File: config.mk
export PLATFORM = sky130hd
export DESIGN_NAME = div_share_sched
export DESIGN_NICKNAME = d
export VERILOG_FILES = /design/src/rtl/div_share_sched.sv
export SDC_FILE = /design/constraint.sdc
export NUM_CORES = 1
export LEC_CHECK = 0
export BUFFER_PORTS_ARGS = -buffer_cell sky130_fd_sc_hd__clkbuf_2
export CORE_MARGIN = 10
export CORE_UTILIZATION = 53
export CTS_BUF_LIST = sky130_fd_sc_hd__clkbuf_16
export DETAILED_ROUTE_END_ITERATION = 10
export GPL_TIMING_DRIVEN = 1
export PLACE_DENSITY = 0.77
export SYNTH_ARGS = -nofsm -noshare
export SYNTH_HDL_FRONTEND = slang
export SYNTH_SLANG_ARGS = --single-unit
File: constraint.sdc
create_clock -name clk -period 2.6 [get_ports clk]
set_clock_uncertainty 0.15 [all_clocks]
set_input_delay 0.39 -clock clk [delete_from_list [all_inputs] [get_ports clk]]
set_output_delay 0.39 -clock clk [all_outputs]
set_load 0.005 [all_outputs]
File: src/rtl/div_share_sched.sv
// rtl/div_share_sched.sv - one half-period divider time-shared among three requesters
// Define DIV_SHARE_SCHED_FIXED_PRIO_EN for fixed priority (req[0] highest); default is round-robin.
module div_share_sched #(
   parameter int W    = 8,
   parameter int HOLD = 4
) (
   input  logic         clk,
   input  logic         rst,
   input  logic [2:0]   req,
   input  logic [W-1:0] half0,
   input  logic [W-1:0] half1,
   input  logic [W-1:0] half2,
   output logic [2:0]   grant,
   output logic         busy,
   output logic [W-1:0] count_out,
   output logic         f_out,
   output logic         done,
   output logic         abort
);

   typedef enum logic [1:0] {S_IDLE, S_RUN, S_END} state_t;

   localparam logic [7:0] TOG_LAST = 8'(HOLD - 1);

   state_t         state_q, state_d;
   logic [2:0]     grant_q, grant_d;
   logic           busy_q, busy_d;
   logic [W-1:0]   count_q, count_d;
   logic           f_q, f_d;
   logic           done_q, done_d;
   logic           abort_q, abort_d;
   logic [W-1:0]   half_sel_q, half_sel_d;
   logic [7:0]     tog_q, tog_d;
   logic           go_end;
   logic [1:0]     win_idx;
   logic [W-1:0]   win_half;
`ifndef DIV_SHARE_SCHED_FIXED_PRIO_EN
   logic [1:0]     last_q, last_d;
   logic [1:0]     c0, c1, c2;
`endif

   always_comb begin
`ifdef DIV_SHARE_SCHED_FIXED_PRIO_EN
      if (req[0])      win_idx = 2'd0;
      else if (req[1]) win_idx = 2'd1;
      else             win_idx = 2'd2;
`else
      // Candidates in search order, starting just after the last winner.
      c0 = (last_q == 2'd2) ? 2'd0 : last_q + 2'd1;
      c1 = (c0 == 2'd2) ? 2'd0 : c0 + 2'd1;
      c2 = (c1 == 2'd2) ? 2'd0 : c1 + 2'd1;
      win_idx = c2;
      if (req[c1]) win_idx = c1;
      if (req[c0]) win_idx = c0;
`endif
      case (win_idx)
         2'd0:    win_half = half0;
         2'd1:    win_half = half1;
         default: win_half = half2;
      endcase
      if (win_half == '0) win_half = W'(1);
   end

   always_comb begin
      state_d    = state_q;
      grant_d    = grant_q;
      busy_d     = busy_q;
      count_d    = count_q;
      f_d        = f_q;
      done_d     = 1'b0;
      abort_d    = 1'b0;
      half_sel_d = half_sel_q;
      tog_d      = tog_q;
      go_end     = 1'b0;
`ifndef DIV_SHARE_SCHED_FIXED_PRIO_EN
      last_d     = last_q;
`endif
      case (state_q)
         S_IDLE: begin
            if (req != 3'b000) begin
               grant_d    = 3'b001 << win_idx;
               half_sel_d = win_half;
               count_d    = win_half;
               f_d        = 1'b0;
               tog_d      = 8'd0;
               busy_d     = 1'b1;
               state_d    = S_RUN;
`ifndef DIV_SHARE_SCHED_FIXED_PRIO_EN
               last_d     = win_idx;
`endif
            end
         end
         S_RUN: begin
            // A request drop outranks a toggle on the same edge.
            if ((req & grant_q) == 3'b000) begin
               go_end  = 1'b1;
               abort_d = 1'b1;
            end else if (count_q == W'(1)) begin
               count_d = half_sel_q;
               f_d     = ~f_q;
               tog_d   = tog_q + 8'd1;
               if (tog_q == TOG_LAST) begin
                  go_end = 1'b1;
                  done_d = 1'b1;
               end
            end else begin
               count_d = count_q - W'(1);
            end
         end
         S_END:   state_d = S_IDLE;
         default: state_d = S_IDLE;
      endcase
      if (go_end) begin
         state_d = S_END;
         grant_d = 3'b000;
         busy_d  = 1'b0;
         count_d = '0;
         f_d     = 1'b0;
      end
   end

   always_ff @(posedge clk) begin
      if (rst) begin
         state_q    <= S_IDLE;
         grant_q    <= 3'b000;
         busy_q     <= 1'b0;
         count_q    <= '0;
         f_q        <= 1'b0;
         done_q     <= 1'b0;
         abort_q    <= 1'b0;
         half_sel_q <= '0;
         tog_q      <= 8'd0;
`ifndef DIV_SHARE_SCHED_FIXED_PRIO_EN
         last_q     <= 2'd2;
`endif
      end else begin
         state_q    <= state_d;
         grant_q    <= grant_d;
         busy_q     <= busy_d;
         count_q    <= count_d;
         f_q        <= f_d;
         done_q     <= done_d;
         abort_q    <= abort_d;
         half_sel_q <= half_sel_d;
         tog_q      <= tog_d;
`ifndef DIV_SHARE_SCHED_FIXED_PRIO_EN
         last_q     <= last_d;
`endif
      end
   end

   assign grant     = grant_q;
   assign busy      = busy_q;
   assign count_out = count_q;
   assign f_out     = f_q;
   assign done      = done_q;
   assign abort     = abort_q;

endmodule
==> impl_metrics.env <==
export IMPL_num_rows=21
export IMPL_avgSynthCellArea_um2=8.407
export IMPL_ys_async_sr_fraction=0
export IMPL_cts_buffer_depth=2
export IMPL_power_switching_mw=1.124
export IMPL_postCtsSetupRepairBufs=0
export IMPL_hold_end="half_sel_q[4]$_SDFFE_PP0P_"
export IMPL_end_kind="flip-flop"
export IMPL_hold_path_startpoint="half_sel_q[4]$_SDFFE_PP0P_"
export IMPL_fin_crit_sh=0.9320
export IMPL_ys_ff_latch=35
export IMPL_ant_nets=0
export IMPL_nets=302
export IMPL_diodes=0
export IMPL_leakagePower_nw=1.021
export IMPL_worstSetupPathType="flip-flop to flip-flop"
export IMPL_path_delay_family="simple AND/OR/NAND/NOR gates"
export IMPL_crit_path_max_incr_delay_ns=0.48
export IMPL_p_seq_frac=0.293
export IMPL_cp_startpoint="count_out[1]$_SDFFE_PP0P_"
export IMPL_cts_max_level=2
export IMPL_rsz0062_at_grt="false"
export IMPL_coreArea_mm2=0.003363
export IMPL_cp_num_buf_inv=1
export IMPL_synth_distinct_cells=46
export IMPL_grt_pass1_vias=1817
export IMPL_setup_viol=0
export IMPL_drc=0
export IMPL_cp_slowest_cell="or4b_4"
export IMPL_crit_fanout=4
export IMPL_routed_wl_um=4795
export IMPL_die_h_um=79.21
export IMPL_worstReg2RegStart="count_out[1]$_SDFFE_PP0P_"
export IMPL_gp_congestion=0.8812
export IMPL_drive_above_1_share=0.2768
export IMPL_critPathArrivalTime_ns=2.42
export IMPL_hold_violations=0
export IMPL_drv_cap=0
export IMPL_track_usage=0.1628
export IMPL_status="completed"
export IMPL_antenna_found_initial=0
export IMPL_power_density_mw_per_mm2=1219
export IMPL_netlist_area_mm2=0.001858
export IMPL_min_period_ns=2.423
export IMPL_critPathRequiredTime_ns=2.60
export IMPL_port_buffers=43
export IMPL_die_w_um=79.21
export IMPL_synth_top_area_share=0.3771
export IMPL_area_growth_pct=25.93
export IMPL_cts_made_buffers=5
export IMPL_synth_edff_count=0
export IMPL_r2r_slack_ns=0.18
export IMPL_swShare=0.3942
export IMPL_die_area_mm2=0.006274
export IMPL_vias=1804
export IMPL_ys_warn_count=0
export IMPL_dp_hpwl_um=3494
export IMPL_clkTransAtPathRegs_ns=0.06
export IMPL_synth_area_leaders="dfxtp_1, nor2_1, mux2i_1, nor3_1, a211oi_1"
export IMPL_grt_max_degree=24
export IMPL_io_pins=44
export IMPL_syn_nets=253
export IMPL_ir_drop_mv=0.5143
export IMPL_syn_inst=221
export IMPL_max_freq_mhz=412.7
export IMPL_synth_area_leader_cell="dfxtp_1"
export IMPL_tritoncts="yes"
export IMPL_internal_power_mw=1.728
export IMPL_fin_hold_ws_ns=0.3335
export IMPL_hp_class="flip-flop to flip-flop"
export IMPL_dr_pass1_iters=4
export IMPL_hold_depth=2
export IMPL_ff2ff_path_depth=9
export IMPL_gr_total_overflow=0
export IMPL_synthFlopType="dfxtp_1"
export IMPL_slew_headroom=0.6632
export IMPL_yosysSeqAreaShare=0.3771
export IMPL_drv_slew=0
export IMPL_startpoint_type="flip-flop"
export IMPL_via_per_inst=5.691
export IMPL_wl_per_cell_um=15.13
export IMPL_root_buffer="clkbuf_16"
export IMPL_setup_ws_ns=0.1768
export IMPL_worst_slew_pin_slew_ns=0.5033
export IMPL_r2r_end="tog_q[6]$_SDFFE_PP0P_"
export IMPL_grt_pass1_wl_um=8342
export IMPL_cts_sinks=35
export IMPL_dpl_worst_slack_ns=0.008850
export IMPL_totalNegativeSetupSlack_ns=0
export IMPL_power_share_clock=0.238
export IMPL_synth_top_cells_by_count="dfxtp_1, nor2_1, nor3_1"
export IMPL_drtIter0Drc=165
export IMPL_combPwrFrac=0.468
export IMPL_initial_core_util=0.5525
export IMPL_clk_latency_ns=0.28
export IMPL_path_cells="inv_1 > ha_1 > or4b_4 > or2_0 > a21boi_4 > and3_1 > nand4_1 > xor2_1 > nor3_2"
[flip-flops by register name, summed over array words and instances (netlist names)]
signal and count:
abort 1, busy 1, count_out 8, done 1, f_out 1, grant 3, half_sel_q 8, last_q 2
state_q 2, tog_q 8
[how the worst max path moves through the flow]
stage | endpoint | slack (ns) | cells past startpoint
after floorplan | tog_q[6]$_SDFFE_PP0P_ | 0.29 | 10
after global placement | half_sel_q[0]$_SDFFE_PP0P_ | 0.11 | 8
after detailed placement | count_out[0]$_SDFFE_PP0P_ | 0.009 | 8
after CTS | count_out[0]$_SDFFE_PP0P_ | 0.13 | 9
after global routing | count_out[1]$_SDFFE_PP0P_ | 0.03 | 8
final | tog_q[6]$_SDFFE_PP0P_ | 0.18 | 9
[worst register-to-register path, delay by kind of cell, from the launching register on]
kind                     cells  cell delay [ns]
flip-flops                   1             0.33
adder cells (fa/ha/maj)      1             0.16
XOR/XNOR                     1             0.18
AO/OA/AOI/OAI                1             0.23
buffers and inverters        1             0.12
AND/OR/NAND/NOR              5             1.13
[area by class of cell]
class                      instances  area, um2
timing repair buffer              53      302.8
clock buffer                       5      125.1
fill                             298       1023
tap                               46      57.56
multi-input combinational        172       1099
clock inverter                     3      43.79
sequential                        35      700.7
inverter                           3      11.26
[power groups by stage]
stage          Combinational [mW]  Sequential (mW)  Clock [mW]
2_1_floorplan               0.914            0.830           0
3_3_place_gp                 1.31            0.835           0
3_5_place_dp                 1.32            0.840           0
4_1_cts                      1.34            0.832       0.684
5_1_grt                      1.51            0.860       0.718
6_report                     1.34            0.837       0.679
[layer usage]
| metal | part of all wire | up-vias | track usage | wire length (um) |
|---|---|---|---|---|
| met5 | 0 | - | 0 | 0 |
| met4 | 0.016 | 0 | 0.05914 | 75 |
| met3 | 0.081 | 7 | 0.05968 | 389 |
| met2 | 0.45 | 59 | 0.2659 | 2180 |
| met1 | 0.45 | 836 | 0.1907 | 2149 |
| li1 | - | 902 | - | - |
[layout by cell type (no fill, tap or decap), drive strengths merged, types with 2 or more instances in the layout]
cell / count
nor3b: 2
a221o: 7
clkinv: 2
inv: 3
nor2: 37
nand2: 15
o21ai: 9
and2b: 2
nand4: 3
xnor2: 3
ha: 3
a21boi: 2
o211ai: 3
nand3: 4
a21oi: 8
nor3: 20
clkbuf: 48
mux2i: 8
xor2: 5
nor4: 2
dfxtp: 35
nor2b: 8
o22ai: 2
nand2b: 4
buf: 10
or3: 2
a211oi: 10
or2: 2
[timing repair]
item | 4_1_cts | 5_1_grt
endpoints found under the setup margin | 0 | 10
resized for setup | 0 | 1
hold buffers | 0 | 0
[through the flow]
step,cells,area [um2],utilization,power [mW]
after floorplan,221,1858,-,1.744
after global placement,309,2170,0.6451,2.144
after detailed placement,309,2170,0.6451,2.159
after CTS,317,2338,0.6953,2.855
after global routing,317,2340,0.6957,3.084
final,317,2340,0.6957,2.852
[kinds of logic after synthesis]
logic type / synth area share
xor gates and xnor gates: 0.03771
DFF: 0.3771
AOI/OAI and AO/OA: 0.1953
buffers and inverters: 0.03367
adders and majority gates: 0.02020
muxes: 0.04310
and+or+nand+nor: 0.2929
No activity file was read; power rests on OpenSTA's default activity.
